**config.mk**
```make
export PLATFORM = sky130hd
export DESIGN_NAME = led_pattern_sequencer
export DESIGN_NICKNAME = d
export VERILOG_FILES = /design/src/rtl/seq_pkg.sv /design/src/rtl/rise_edge_detect.sv /design/src/rtl/led_pattern_sequencer.sv
export SDC_FILE = /design/constraint.sdc
export NUM_CORES = 1
export LEC_CHECK = 0
export BUFFER_PORTS_ARGS = -buffer_cell sky130_fd_sc_hd__buf_4
export CAP_MARGIN = 20
export CELL_PAD_IN_SITES_DETAIL_PLACEMENT = 1
export CELL_PAD_IN_SITES_GLOBAL_PLACEMENT = 2
export CORE_MARGIN = 4
export CORE_UTILIZATION = 37
export CTS_BUF_LIST = sky130_fd_sc_hd__clkbuf_16
export DETAILED_ROUTE_END_ITERATION = 7
export PLACE_DENSITY = 0.95
export SLEW_MARGIN = 20
export SYNTH_ARGS = -nofsm -noshare
export SYNTH_HDL_FRONTEND = slang
export SYNTH_HIERARCHICAL = 1
export SYNTH_SLANG_ARGS = --single-unit
export TNS_END_PERCENT = 10
```
**constraint.sdc**
```tcl
create_clock -name clk -period 4.85 [get_ports clk]
set_input_delay 0.485 -clock clk [delete_from_list [all_inputs] [get_ports clk]]
set_output_delay 0.485 -clock clk [all_outputs]
set_load 0.05 [all_outputs]
```
**src/rtl/seq_pkg.sv**
```systemverilog
// Shared state encoding and pattern-mode constants for the LED pattern sequencer.
// ST_PAUSED is only reachable when SEQ_PAUSE_EN is defined.
`timescale 1ns/1ps
package seq_pkg;

    typedef enum logic [1:0] {
        ST_IDLE   = 2'd0,
        ST_RUN    = 2'd1,
        ST_DONE   = 2'd2,
        ST_PAUSED = 2'd3
    } state_t;

    localparam logic [1:0] MODE_WALK = 2'd0;
    localparam logic [1:0] MODE_FILL = 2'd1;
    localparam logic [1:0] MODE_ALT  = 2'd2;
    localparam logic [1:0] MODE_INV  = 2'd3;

endpackage

```
**src/rtl/rise_edge_detect.sv**
```systemverilog
// Single-flop rising-edge detector producing a one-cycle pulse in the clk domain.
// RESET_VAL=1 suppresses a false pulse when the input is already high as reset releases.
`timescale 1ns/1ps
module rise_edge_detect #(
    parameter logic RESET_VAL = 1'b1
) (
    input  logic clk,
    input  logic reset,
    input  logic sig,
    output logic pulse
);

    logic sig_q;

    always_ff @(posedge clk) begin
        if (reset) begin
            sig_q <= RESET_VAL;
        end else begin
            sig_q <= sig;
        end
    end

    assign pulse = sig & ~sig_q;

endmodule

```
**src/rtl/led_pattern_sequencer.sv**
```systemverilog
// Steps animated LED frames on rising edges of a slow step input, counting passes until done.
// Optional pause input and PAUSED state are enabled by defining SEQ_PAUSE_EN.
`timescale 1ns/1ps
module led_pattern_sequencer
    import seq_pkg::*;
#(
    parameter int WIDTH  = 8,
    parameter int STEPS  = 8,
    parameter int REPEAT = 2
) (
    input  logic             clk,
    input  logic             reset,
    input  logic             step_in,
    input  logic             start,
    input  logic             stop,
    input  logic             dir,
    input  logic [1:0]       mode,
`ifdef SEQ_PAUSE_EN
    input  logic             pause,
`endif
    output logic [WIDTH-1:0] leds,
    output logic             busy,
    output logic             wrap,
    output logic             done
);

    localparam int IDX_W  = $clog2(STEPS);
    localparam int PASS_W = (REPEAT > 0) ? $clog2(REPEAT + 1) : 1;
    localparam logic [IDX_W-1:0] LAST_IDX = IDX_W'(STEPS - 1);

    // Frame bits beyond the defined pattern stay zero; fill is built one bit wider so idx=WIDTH-1 lights all LEDs.
    function automatic logic [WIDTH-1:0] frame(input logic [1:0] m, input logic [IDX_W-1:0] i);
        logic [WIDTH-1:0] f;
        f = '0;
        case (m)
            MODE_WALK: f = WIDTH'(1) << i;
            MODE_FILL: f = WIDTH'(((WIDTH+1)'(1) << (int'(i) + 1)) - (WIDTH+1)'(1));
            MODE_ALT: begin
                for (int b = 0; b < WIDTH; b++) begin
                    f[b] = ((b % 2) == 1) ^ i[0];
                end
            end
            default: f = ~(WIDTH'(1) << i);
        endcase
        return f;
    endfunction

    logic step_pulse;

    rise_edge_detect #(
        .RESET_VAL(1'b1)
    ) u_step_edge (
        .clk  (clk),
        .reset(reset),
        .sig  (step_in),
        .pulse(step_pulse)
    );

    state_t            state, state_n;
    logic [IDX_W-1:0]  idx, idx_n;
    logic [PASS_W-1:0] pass, pass_n;
    logic [1:0]        mode_q, mode_n;
    logic              dir_q, dir_n;
    logic [WIDTH-1:0]  leds_n;
    logic              wrap_n, done_n, busy_n;
    logic              restart, advance, at_last;

    always_ff @(posedge clk) begin
        if (reset) begin
            state  <= ST_IDLE;
            idx    <= '0;
            pass   <= '0;
            mode_q <= MODE_WALK;
            dir_q  <= 1'b0;
            leds   <= '0;
            busy   <= 1'b0;
            wrap   <= 1'b0;
            done   <= 1'b0;
        end else begin
            state  <= state_n;
            idx    <= idx_n;
            pass   <= pass_n;
            mode_q <= mode_n;
            dir_q  <= dir_n;
            leds   <= leds_n;
            busy   <= busy_n;
            wrap   <= wrap_n;
            done   <= done_n;
        end
    end

    // Request priority is stop > start > pause > step; a restart discards progress without wrap/done.
    always_comb begin
        state_n = state;
        idx_n   = idx;
        pass_n  = pass;
        mode_n  = mode_q;
        dir_n   = dir_q;
        leds_n  = leds;
        wrap_n  = 1'b0;
        done_n  = 1'b0;
        restart = 1'b0;
        advance = 1'b0;
        at_last = dir_q ? (idx == '0) : (idx == LAST_IDX);

        case (state)
            ST_IDLE, ST_DONE: begin
                if (start) restart = 1'b1;
            end
            ST_RUN: begin
                if (stop) begin
                    state_n = ST_IDLE;
                    leds_n  = '0;
                end else if (start) begin
                    restart = 1'b1;
`ifdef SEQ_PAUSE_EN
                end else if (pause) begin
                    state_n = ST_PAUSED;
`endif
                end else if (step_pulse) begin
                    advance = 1'b1;
                end
            end
`ifdef SEQ_PAUSE_EN
            ST_PAUSED: begin
                if (stop) begin
                    state_n = ST_IDLE;
                    leds_n  = '0;
                end else if (start) begin
                    restart = 1'b1;
                end else if (pause) begin
                    state_n = ST_RUN;
                end
            end
`endif
            default: begin
                state_n = ST_IDLE;
                leds_n  = '0;
            end
        endcase

        if (restart) begin
            state_n = ST_RUN;
            mode_n  = mode;
            dir_n   = dir;
            pass_n  = '0;
            idx_n   = dir ? LAST_IDX : '0;
            leds_n  = frame(mode, idx_n);
        end

        if (advance) begin
            if (at_last) begin
                idx_n  = dir_q ? LAST_IDX : '0;
                wrap_n = 1'b1;
                if (REPEAT != 0 && int'(pass) + 1 == REPEAT) begin
                    state_n = ST_DONE;
                    done_n  = 1'b1;
                    leds_n  = '0;
                end else begin
                    if (REPEAT != 0) pass_n = pass + PASS_W'(1);
                    leds_n = frame(mode_q, idx_n);
                end
            end else begin
                idx_n  = dir_q ? idx - IDX_W'(1) : idx + IDX_W'(1);
                leds_n = frame(mode_q, idx_n);
            end
        end

        busy_n = (state_n == ST_RUN);
    end

endmodule

```
# Word level (Yosys, flattened, before mapping)
# Cells that the tools add are included.
[totals] word_cells=91 inputBits=8 register_bits=22 out_inout_bits=11
[op_classes] n_reduce_logical=9 bitwise=10 n_eq_ne=11 add_sub_neg=10 shift=6 n_mux=35
[op_table] operator="$pmux 8 s3" count=3
[op_table] operator="$mux 8" count=5
[op_table] operator="$not 8->8" count=3
[op_table] operator="$shl 1x3->8 const A" count=3
[op_table] operator="$shl 1x4->8 const A" count=3
[op_table] operator="$sub 8x2->8 const B" count=3
[op_table] operator="$mux 2" count=9
[op_table] operator="$mux 3" count=6
[op_table] operator="$pmux 8 s2" count=1
[op_table] operator="$add 3x1->4 const B" count=3
[op_table] operator="$mux 1" count=9
[op_table] operator="$eq 2x1->1 const B" count=4
[op_table] operator="$eq 2x2->1 const B" count=3
[op_table] operator="$logic_not 2->1" count=3
[op_table] operator="$not 1->1" count=6
[op_table] operator="$ne 4x4->1 const B" count=1
[op_table] operator="$pmux 2 s2" count=1
[op_table] operator="$reduce_or 2->1" count=2
[op_table] operator="$add 2x1->3 const B" count=1
[op_table] operator="$add 3x1->3 const B" count=1
[op_table] operator="$eq 3x2->1 const B" count=1
[op_table] operator="$eq 3x3->1 const B" count=1
[op_table] operator="$logic_not 3->1" count=1
[op_table] operator="$ne 3x3->1 const B" count=1
[op_table] operator="other kinds (7)" count=7

# Logic depth before layout (Yosys ltp)
# Gate-level depths: netlist (run 1).
[logic_depth] ltp_word=8 ltp_mapped=12 depth_no_buf=10

# By module
# Netlist (run 1), hierarchy kept.
[by_module_without_submodules] mod="led_pattern_sequencer" instances=1 area_per_inst_um2=1755.4 seq_area_each_um2=420.4 cells_each=231
[by_module_without_submodules] mod="rise_edge_detect" instances=1 area_per_inst_um2=32.5 seq_area_each_um2=20.0 cells_each=3

# Least setup slack after synthesis (run 1)
# Ideal clock, no wire load.
[synth_timing] kind="reg2reg" startpoint="register idx[1]" endpoint="register leds[4]" setup_slack_ns=2.081 arrival_ns=2.678 setup_time_ns=0.091 path_stages_with_launch=11 period_less_slack_ns=2.769 path_buffers=1 required_time_ns=4.759 cell_sequence="dfxtp_1 > fa_1 > xor3_2 > ha_1 > buf_2 > nor2_1 > nand2_1 > ha_1 > nor3_1 > o2111ai_1 > a311oi_1"
[synth_between] elab_chain_cells=8 elab_cells_between_ends=14 classes_between="add/sub (4); eq/ne (1); shift (2); mux (5); bitwise (1); reduce/logical (1)"
[synth_lines] element="start: declaration" line_no="led_pattern_sequencer.sv:60" rtl="logic [IDX_W-1:0] idx, idx_n;"
[synth_lines] element="start signal: assignment" line_no="led_pattern_sequencer.sv:81" rtl="idx <= idx_n;"
[synth_lines] element="$add 3x1->3 or $sub 3x1->3 (tied branches)" line_no="led_pattern_sequencer.sv:164" rtl="idx_n = dir_q ? idx - IDX_W'(1) : idx + IDX_W'(1);"
[synth_lines] element="$mux 3" line_no="led_pattern_sequencer.sv:164"
[synth_lines] element="$add 3x1->4" line_no="led_pattern_sequencer.sv:37" rtl="MODE_FILL: f = WIDTH'(((WIDTH+1)'(1) << (int'(i) + 1)) - (WIDTH+1)'(1));"
[synth_lines] element="$shl 1x4->8" line_no="led_pattern_sequencer.sv:37"
[synth_lines] element="$sub 8x2->8" line_no="led_pattern_sequencer.sv:37"
[synth_lines] element="$pmux 8 s3" line_no="led_pattern_sequencer.sv:35" rtl="case (m)"
[synth_lines] element="$mux 8 (*)" line_no="led_pattern_sequencer.sv:152" rtl="if (at_last) begin"
[synth_lines] element="$mux 8 (*)" line_no="led_pattern_sequencer.sv:151" rtl="if (advance) begin"
[synth_lines] element="end signal: assignment" line_no="led_pattern_sequencer.sv:85" rtl="leds <= leds_n;"
[synth_lines] element="end: declaration" line_no="led_pattern_sequencer.sv:21" rtl="output logic [WIDTH-1:0] leds,"
# Mark *: on every way between the ends. The rest lies on a longest branch, timed or not.
# A chain may end at the register's enable or synchronous reset.

# Worst setup path in the final report (run 1)
[layout_timing] startpoint="register dir_q" endpoint="register leds[4]"
[layout_between] elab_chain_cells=8 elab_cells_between_ends=18 classes_between="add/sub (4); shift (4); mux (8); bitwise (2)"
[layout_lines] element="start: declaration" line_no="led_pattern_sequencer.sv:63" rtl="logic dir_q, dir_n;"
[layout_lines] element="start signal: assignment" line_no="led_pattern_sequencer.sv:84" rtl="dir_q <= dir_n;"
[layout_lines] element="$mux 3" line_no="led_pattern_sequencer.sv:153" rtl="idx_n = dir_q ? LAST_IDX : '0;"
[layout_lines] element="$add 3x1->4" line_no="led_pattern_sequencer.sv:37"
[layout_lines] element="$shl 1x4->8" line_no="led_pattern_sequencer.sv:37"
[layout_lines] element="$sub 8x2->8" line_no="led_pattern_sequencer.sv:37"
[layout_lines] element="$pmux 8 s3" line_no="led_pattern_sequencer.sv:35"
[layout_lines] element="$mux 8" line_no="led_pattern_sequencer.sv:155" rtl="if (REPEAT != 0 && int'(pass) + 1 == REPEAT) begin"
[layout_lines] element="$mux 8 (*)" line_no="led_pattern_sequencer.sv:152"
[layout_lines] element="$mux 8 (*)" line_no="led_pattern_sequencer.sv:151"
# Marked as above.

==> run metrics, run 1 <==
Peak VDD IR 162.5 uV; top post-synthesis cells by count nand2_1, nor2_1, dfxtp_1; WS Path Type flip-flop to flip-flop; Seq/Total Area, Yosys 24.63%; TritonCTS clock tree built; htree depth 1; Slew @ Worst Pin 0.8868 ns; vias in the first global route 1792; Clock Skew 0.004153 ns; Synth area leaders dfxtp_1, ha_1, nand2_1; clk_lat worst skew 0.26 ns; Remaining DRCs 0; CP Buf/Inv Count 0; first-pass GRT wire length 8949 um; Synth cell types 57; most frequent cell after synthesis nand2_1; Critical Path Start Type flip-flop; Register-to-Register Setup Slack 1.62 ns; share of layout cells above drive strength 1 15.00%; Synth Warn # 6; fmax 309.3 MHz; setup ws final 1.617 ns; syn avg cell area 7.641 sq um; crit-path most repeated cell ha_1; routed vias 1781; Cells after Synth 234; Post-CTS Resized 0; Multi-input gate area 1246 sq um; Hold Slack 0.4101 ns; share of the synthesized area in the top cell type 24.63%; drt first-iter violations 208; largest net degree at the start of global routing 26; die area 6009 sq um; met1 Usage GRT 25.78%; Finished Cell Area 2032 sq um; Total GRT Usage 18.44%; Crit. End Element flip-flop; Post-synth top flop dfxtp_1; RePlAce Congestion 0.8333; die extent in x 77.52 um; CP Data Required Time 5.02 ns; WP data arrival 3.41 ns; Max-slew headroom 40.80%; Pwr Density 311.6 nW/um^2; n_diodes 0; WL final 5268 um; static leakage 0.0007749 uW; CTS sink cnt 22; IO Pins 19; met3 GRT Util 2.552%; Post-Syn Area 1788 sq um; wire per inst 17.92 um; Yosys top cell by area dfxtp_1; hold buffers post-CTS 0; CP Cell Sequence fa_1, xor3_2, ha_1, nor2_1, nand2_1, ha_1, nor3_1, o2111ai_1, a311oi_1; worst-case clock buffer depth 2; DR vias/cell 6.058; Clock transition at path regs 0.06 ns; worst min path class input port to flip-flop; Final Hold Violating Endpoints 0; initial antenna violation count 0; initial core utilization 38.11%; Final setup viols 0; post-synth net total 253; CP delay by family, top adder cells; Storage cell area 440.4 sq um; grt ovf 0; Crit-path slowest cell dfxtp_1; dpl hpwl 3893 um; Max-Cap Viols 0; Final ANT Viol Nets 0; Post-CTS Setup Inserts 0; final slew viol count 0; Post-Place Worst Slack 1.653 ns; busiest grt layer met2; clock root buffer clkbuf_16; #FFs+latches synth 22; RSZ-0062 raised after global routing no; CTS Buf Count 3; Final Cycle Share 66.66%; Std-Cell Rows 25; setup TNS 0 ns; DP Area 1927 sq um; core area 4692 sq um; fin nets 260; met2 Use GR 29.36%; TritonRoute pass-1 iters 4; Post-synth EDFFs 0; Worst Path Max Fanout 16; status completed; Async SR Flop Fraction 0%; delay of the slowest cell on the worst path 0.64 ns; PortBufs 18; FILL cells 585; Vert. Die Dim 77.52 um; Final Critical Period 3.233 ns; area growth from synthesis to layout 13.65%
==> cells in the final DEF, fill, tap and decap left out, drive strengths merged, types with 2 or more instances in the layout <==
cell / count
a31o: 2
and2: 4
maj3: 2
a221oi: 3
a21oi: 18
nor4: 3
dfxtp: 22
inv: 10
nor3: 8
o2111ai: 3
a21o: 4
a222oi: 2
nand4: 2
mux2i: 3
nor3b: 2
a211oi: 7
nand2b: 2
o311ai: 2
nor2b: 6
a22oi: 2
a21boi: 2
clkbuf: 3
nand3: 7
or2: 2
nor2: 27
o211ai: 3
ha: 10
o21ai: 10
a311oi: 4
nand2: 26
buf: 18
==> registers in the layout (all words and copies together), names as in the netlist <==
register           flops
done                   1
mode_q                 2
wrap                   1
dir_q                  1
idx                    3
busy                   1
state                  2
leds                   8
u_step_edge/sig_q      1
pass                   2
==> metrics by stage <==
stage / total power, uW / utilization [%] / instances
5_1_grt: 666.6 / 43.31 / 294
3_3_place_gp: 397.0 / 41.07 / 290
3_5_place_dp: 398.8 / 41.07 / 290
6_report: 633.1 / 43.31 / 294
2_1_floorplan: 348.2 / - / 234
4_1_cts: 636.3 / 43.31 / 294
==> logic make-up after synthesis <==
kind of cell | after synthesis | share of synthesized area, %
simple gates | 94 | 27.71
compound gates | 72 | 28.06
fa+ha+maj | 13 | 9.237
buf+inv | 26 | 5.668
mux | 4 | 2.309
flops | 22 | 24.63
xor+xnor | 3 | 2.379
==> layer usage <==
metal / routed length [um] / vias up / part of all wire, %
li1: - / 874 / -
met1: 2579 / 866 / 49
met2: 2470 / 33 / 47
met5: 0 / - / 0
met4: 89 / 0 / 1.7
met3: 129 / 8 / 2.4
==> report_power, final <==
group	switching (uW)	total, uW	leakage [uW]	internal (uW)
combinational	120	188	0.000543	67.6
clock	71.2	235	0.0000511	164
sequential	18.2	210	0.000181	191
total	210	633	0.000775	423
==> final timing paths <==
check,to,startpoint,depth (start not counted)
max,leds[4],dir_q,9
min,u_step_edge/sig_q,step_in,2
max reg2reg,leds[4],dir_q,9
min reg2reg,pass[1],pass[1],2
==> final cells by class <==
cell class | count | area share [%]
clock inverter | 1 | 1.478
tap | 54 | 3.325
clock buffer | 3 | 3.695
timing repair buffer | 18 | 6.650
sequential | 22 | 21.67
inverter | 10 | 1.847
multi-input combinational | 186 | 61.33
No activity file was read; power rests on OpenSTA's default activity.
==> inputs of run 2 (changes only) <==
- ABC_AREA: default -> 1
- CORE_UTILIZATION: 37 -> 28
- PLACE_DENSITY: 0.95 -> 0.85
- clock period: 4.85 -> 2.9 ns (I/O delays scaled with it)
==> run metrics, run 2 <==
Peak VDD IR 268.0 uV (+65%); area growth from synthesis to layout 19.85%; fmax 374.4 MHz (+21%); dpl hpwl 3829 um (-1.6%); Yosys top cell by area dfxtp_1; largest net degree at the start of global routing 17 (-35%); die area 7437 sq um (+24%); fin nets 313 (+20%); Post-Syn Area 1714 sq um (-4.1%); initial core utilization 28.95% (-9.2 points); Std-Cell Rows 28 (+12%); Post-synth top flop dfxtp_1; first-pass GRT wire length 8183 um (-8.6%); TritonCTS clock tree built; CP Cell Sequence fa_1, inv_1, nand3_2, nand2_2, inv_2, ha_4, nor2_1, buf_4, o31ai_4, nand3_2, nand2_1, nand2_1, o21ai_1, nand2_1, a21oi_1; Cells after Synth 268 (+15%); Multi-input gate area 1066 sq um (-14%); vias in the first global route 1789 (-0.17%); Clock transition at path regs 0.06 ns (about the same); setup TNS 0 ns (unchanged); worst min path class input port to flip-flop; Slew @ Worst Pin 0.4291 ns (-0.4577 ns); largest reg by FF count leds; CTS sink cnt 22 (unchanged); CTS Buf Count 3 (unchanged); Seq/Total Area, Yosys 25.69% (+1.1 points); most frequent cell after synthesis nand2_1; RSZ-0062 raised after global routing no; Crit. End Element flip-flop; Top Registers leds: 8 flops, idx: 3 flops; hold buffers post-CTS 0 (unchanged); PortBufs 18 (unchanged); most frequent cells in the layout nand2_1, inv_1, nor2_1, buf_4; final slew viol count 0 (unchanged); Synth area leaders dfxtp_1, nand2_1, inv_1; worst reg2reg startpoint dir_q; htree depth 1 (unchanged); Synth cell types 29 (-49%); Register-to-Register Setup Slack 0.23 ns (-1.39 ns); Pwr Density 522.7 nW/um^2 (+68%); Final Hold Violating Endpoints 0 (unchanged); Remaining DRCs 0 (unchanged); worst r2r dst leds[7]; clock root buffer clkbuf_16; CP Data Required Time 3.09 ns (-1.93 ns); Post-CTS Setup Inserts 0 (unchanged); Max-slew headroom 71.09% (+30 points); Critical Path Start Type flip-flop; WS Path Type flip-flop to flip-flop; clk_lat worst skew 0.26 ns (about the same); core area 5921 sq um (+26%); Max-Cap Viols 0 (unchanged); top post-synthesis cells by count nand2_1, inv_1, nor2_1; max reg flops 8 (unchanged); WL final 4788 um (-9.1%); Clock Skew 0.003521 ns (-0.0006322 ns); Post-synth EDFFs 0 (unchanged); share of the synthesized area in the top cell type 25.69% (+1.1 points); RePlAce Congestion 0.8139 (-2.3%); die extent in x 86.24 um (+11%); WP data arrival 2.86 ns (-0.55 ns); commonest non-fill, non-tap cell in the layout nand2_1; Final ANT Viol Nets 0 (unchanged); crit-path most repeated cell nand2_1; routed vias 1736 (-2.5%); TritonRoute pass-1 iters 4 (unchanged); Total GRT Usage 13.69% (-4.7 points); Final setup viols 0 (unchanged); #FFs+latches synth 22 (unchanged); FILL cells 784 (+34%); Storage cell area 440.4 sq um (unchanged); n_diodes 0 (unchanged); delay of the slowest cell on the worst path 0.43 ns (-0.21 ns); worst-case clock buffer depth 2 (unchanged); Crit-path slowest cell fa_1; worst-case reg-to-reg path depth 15 (+6); wire per inst 13.01 um (-27%); initial antenna violation count 0 (unchanged); Hold Path Origin step_in; grt ovf 0 (unchanged); share of layout cells above drive strength 1 15.02% (+0.017 points); Final Cycle Share 92.11% (+25 points); Final Critical Period 2.671 ns (-0.5620 ns); Worst Path Max Fanout 8 (-8); post-synth net total 287 (+13%); Post-CTS Resized 0 (unchanged); status completed; drt first-iter violations 75 (-64%); syn avg cell area 6.396 sq um (-16%); IO Pins 19 (unchanged); DR vias/cell 4.717 (-22%); Async SR Flop Fraction 0% (unchanged); hold endpoint u_step_edge/sig_q; Util after Layout 34.70% (-8.6 points); hold depth 3 (+1); Synth Warn # 6 (unchanged); static leakage 0.001006 uW (+30%); Vert. Die Dim 86.24 um (+11%)
[run 2: cell count changes after synthesis, sizes merged, moves of 5 or more]
cell,before,now
nor3,8,3
clkbuf,13,2
nand3,7,17
nor2b,6,0
a31oi,1,7
nand2,26,73
o21ai,10,23
inv,10,43
[run 2: logic make-up (layout without fill, tap and decap cells)]
kind of cell / after synthesis / in the layout / share of synthesized area [%]
adders and majority gates: 11 / 11 / 8.467
and+or+nand+nor: 127 / 127 / 32.12
DFF: 22 / 22 / 25.69
buffers and inverters: 47 / 72 / 12.99
AOI/OAI and AO/OA: 61 / 61 / 20.73
[run 2: per-layer routing]
metal	wire length, um	track usage (%)	vias to the layer above
li1	-	-	918
met3	87	2.757	6
met5	0	0	-
met4	44	3.399	0
met1	2412	17.83	802
met2	2244	23.20	10
[run 2: worst max-delay path by stage]
stage              end  slack [ns]  depth (start not counted)  startpoint
6_report       leds[7]        0.23                         15       dir_q
5_1_grt        leds[7]       0.002                         15       dir_q
4_1_cts        leds[5]        0.08                         17       dir_q
3_5_place_dp   leds[3]         0.1                         17       dir_q
3_3_place_gp   leds[5]        0.18                         17       dir_q
2_1_floorplan  leds[2]        0.03                         16      idx[0]
[run 2: final cells by class]
type | instances | share of cell area, %
Multi-Input combinational cell | 199 | 51.89
Sequential cell | 22 | 21.44
Timing Repair Buffer | 25 | 9.135
Inverter | 43 | 7.856
Tap cell | 75 | 4.568
Clock buffer | 3 | 3.654
Clock inverter | 1 | 1.462
[run 2: worst max-delay path: cells and delay by family (launching register included)]
kind                       cells  cell delay (ns)
adders and majority gates      2             0.73
and+or+nand+nor                7             0.62
DFF                            1             0.38
AOI/OAI and AO/OA              3             0.59
buffers and inverters          3             0.30
[run 2: power by group]
part | total, uW | switching, uW | internal (uW)
Combinational | 350 | 224 | 126
Sequential | 336 | 15.5 | 320
Clock | 388 | 113 | 274
[run 2: metrics by stage]
step | worst slack [ns] | power [uW] | hold slack [ns] | area [sq um] | cells
5_1_grt | 0.002050 | 1145 | 0.2535 | 2054 | 368
3_5_place_dp | 0.09764 | 684.4 | 0.4639 | 1934 | 364
6_report | 0.2287 | 1074 | 0.2295 | 2054 | 368
4_1_cts | 0.07538 | 1074 | 0.2331 | 2039 | 368
2_1_floorplan | 0.03000 | 613.7 | 0.3819 | 1714 | 268
3_3_place_gp | 0.1794 | 680.8 | 0.4655 | 1934 | 364
==> inputs of run 3 (changes only) <==
- CORE_UTILIZATION: 28 -> 31
- PLACE_DENSITY: 0.85 -> 0.89
- clock period: 2.9 -> 2.8 ns (I/O delays scaled with it)
==> run metrics, run 3 (synthesis gave the netlist of run 2 again) <==
status completed; most frequent cells in the layout nand2_1, inv_1, nor2_1, buf_4, a21oi_1; largest reg by FF count leds; Top Registers leds: 8 flops, idx: 3 flops; CTS Buf Count 3 (unchanged); clock root buffer clkbuf_16; WS Path Type flip-flop to flip-flop; Final Cycle Share 90.89% (-1.2 points); Final Critical Period 2.545 ns (-0.1264 ns); Slew @ Worst Pin 0.4364 ns (+0.007309 ns); static leakage 0.0009958 uW (-1.1%); worst min path class input port to flip-flop; worst-case clock buffer depth 2 (unchanged); Hold Slack 0.2201 ns (-0.009463 ns); RePlAce Congestion 0.7831 (-3.8%); met1 Usage GRT 20.39% (+2.6 points); Worst Path Max Fanout 6 (-2); Max-Cap Viols 0 (unchanged); Peak VDD IR 344.3 uV (+28%); PortBufs 18 (unchanged); Util after Layout 39.37% (+4.7 points); Pwr Density 544.0 nW/um^2 (+4.1%); Critical Path Start Type flip-flop; dpl hpwl 3813 um (-0.43%); CTS sink cnt 22 (unchanged); Total GRT Usage 15.82% (+2.1 points); Final Hold Violating Endpoints 0 (unchanged); Clock Skew 0.005277 ns (+0.001756 ns); WP data arrival 2.73 ns (-0.13 ns); fmax 392.9 MHz (+5.0%); share of layout cells above drive strength 1 17.18% (+2.2 points); largest net degree at the start of global routing 17 (unchanged); grt ovf 0 (unchanged); routed vias 1751 (+0.86%); clk_lat worst skew 0.26 ns (about the same); met3 GRT Util 3.471% (+0.71 points); Final setup viols 0 (unchanged); DR vias/cell 4.850 (+2.8%); Std-Cell Rows 26 (-7.1%); htree depth 1 (unchanged); first-pass GRT wire length 8369 um (+2.3%); area growth from synthesis to layout 20.29%; Tot Pwr 1122 uW (+4.5%); IO Pins 19 (unchanged); n_diodes 0 (unchanged); fin nets 311 (-0.64%); Remaining DRCs 0 (unchanged); met2 Use GR 27.16% (+4.0 points); final slew viol count 0 (unchanged); initial core utilization 32.73% (+3.8 points); Clock transition at path regs 0.06 ns (about the same); TritonRoute pass-1 iters 4 (unchanged); initial antenna violation count 0 (unchanged); drt first-iter violations 88 (+17%); busiest grt layer met2; RSZ-0062 raised after global routing no; TritonCTS clock tree built; wire per inst 13.64 um (+4.9%); hold buffers post-CTS 0 (unchanged); max reg flops 8 (unchanged); commonest non-fill, non-tap cell in the layout nand2_1; Max-slew headroom 70.80% (-0.29 points); core area 5238 sq um (-12%); Crit. End Element flip-flop; Final ANT Viol Nets 0 (unchanged); CP Data Required Time 2.99 ns (-0.10 ns); Vert. Die Dim 82.36 um (-4.5%); die area 6783 sq um (-8.8%); die extent in x 82.36 um (-4.5%); vias in the first global route 1778 (-0.61%); WL final 4925 um (+2.9%)
==> run 3: cell count changes in the layout (fill, tap and decap cells not counted) <==
cell,previous run,this run
nor2_1,27,23
buf_4,25,23
dfxtp_1,22,20
dfxtp_2,0,2
nor2_2,3,5
nor2_4,0,2
fa_1,1,0
fa_2,0,1
o21ai_1,3,2
o21ai_2,1,2
==> run 3: per-layer routing <==
layer / up-vias / wire, um
li1: 920 / -
met1: 813 / 2459
met2: 16 / 2351
met3: 2 / 101
met4: 0 / 13
met5: - / 0
==> run 3: report_power, final <==
part	switching, uW	leakage [uW]	internal (uW)	total (uW)
clock network	117	0.0000511	284	401
registers	15.3	0.000182	332	347
logic	243	0.000763	130	373
==> run 3: worst max-delay path, stage by stage (launching register included) <==
cell and delay, ns:
dfxtp_1 0.33, buf_4 0.16, ha_1 0.33, ha_1 0.26
ha_4 0.34, nor2_2 0.09, o31ai_4 0.32, nand3_2 0.14
nand2_1 0.08, nand2_1 0.05, o21ai_1 0.15, nand2_1 0.09
a21oi_1 0.13
==> run 3: worst paths after layout <==
kind,endpoint,from,cells past startpoint,slack (ns)
min reg2reg,pass[1],pass[1],2,0.47
max,leds[7],dir_q,12,0.26
max reg2reg,leds[7],dir_q,12,0.26
min,u_step_edge/sig_q,step_in,3,0.22
==> run 3: stage by stage <==
step / instances / setup WS [ns] / setup TNS [ns] / area [sq um]
after global routing: 361 / 0.02916 / 0 / 2062
final: 361 / 0.2551 / 0 / 2062
after floorplan: 268 / 0.03479 / 0 / 1720
after CTS: 361 / -0.009412 / -0.009412 / 2027
after global placement: 357 / 0.1187 / 0 / 1919
after detailed placement: 357 / 0.004304 / 0 / 1919
==> run 3: area by class of cell <==
type,instances,area (sq um)
clock buffers,3,75.07
clock inverters,1,30.03
fillers,700,3176
inverters,43,161.4
multi-input cells,199,1092
flip-flops and latches,22,442.9
well taps,70,87.58
repair buffers,23,172.7
==> run 3: what timing repair did <==
action / CTS / global route
endpoints found under the setup margin: 2 / 7
resized for setup: 1 / 9
buffers inserted: 0 / 0
pin swaps: 0 / 2
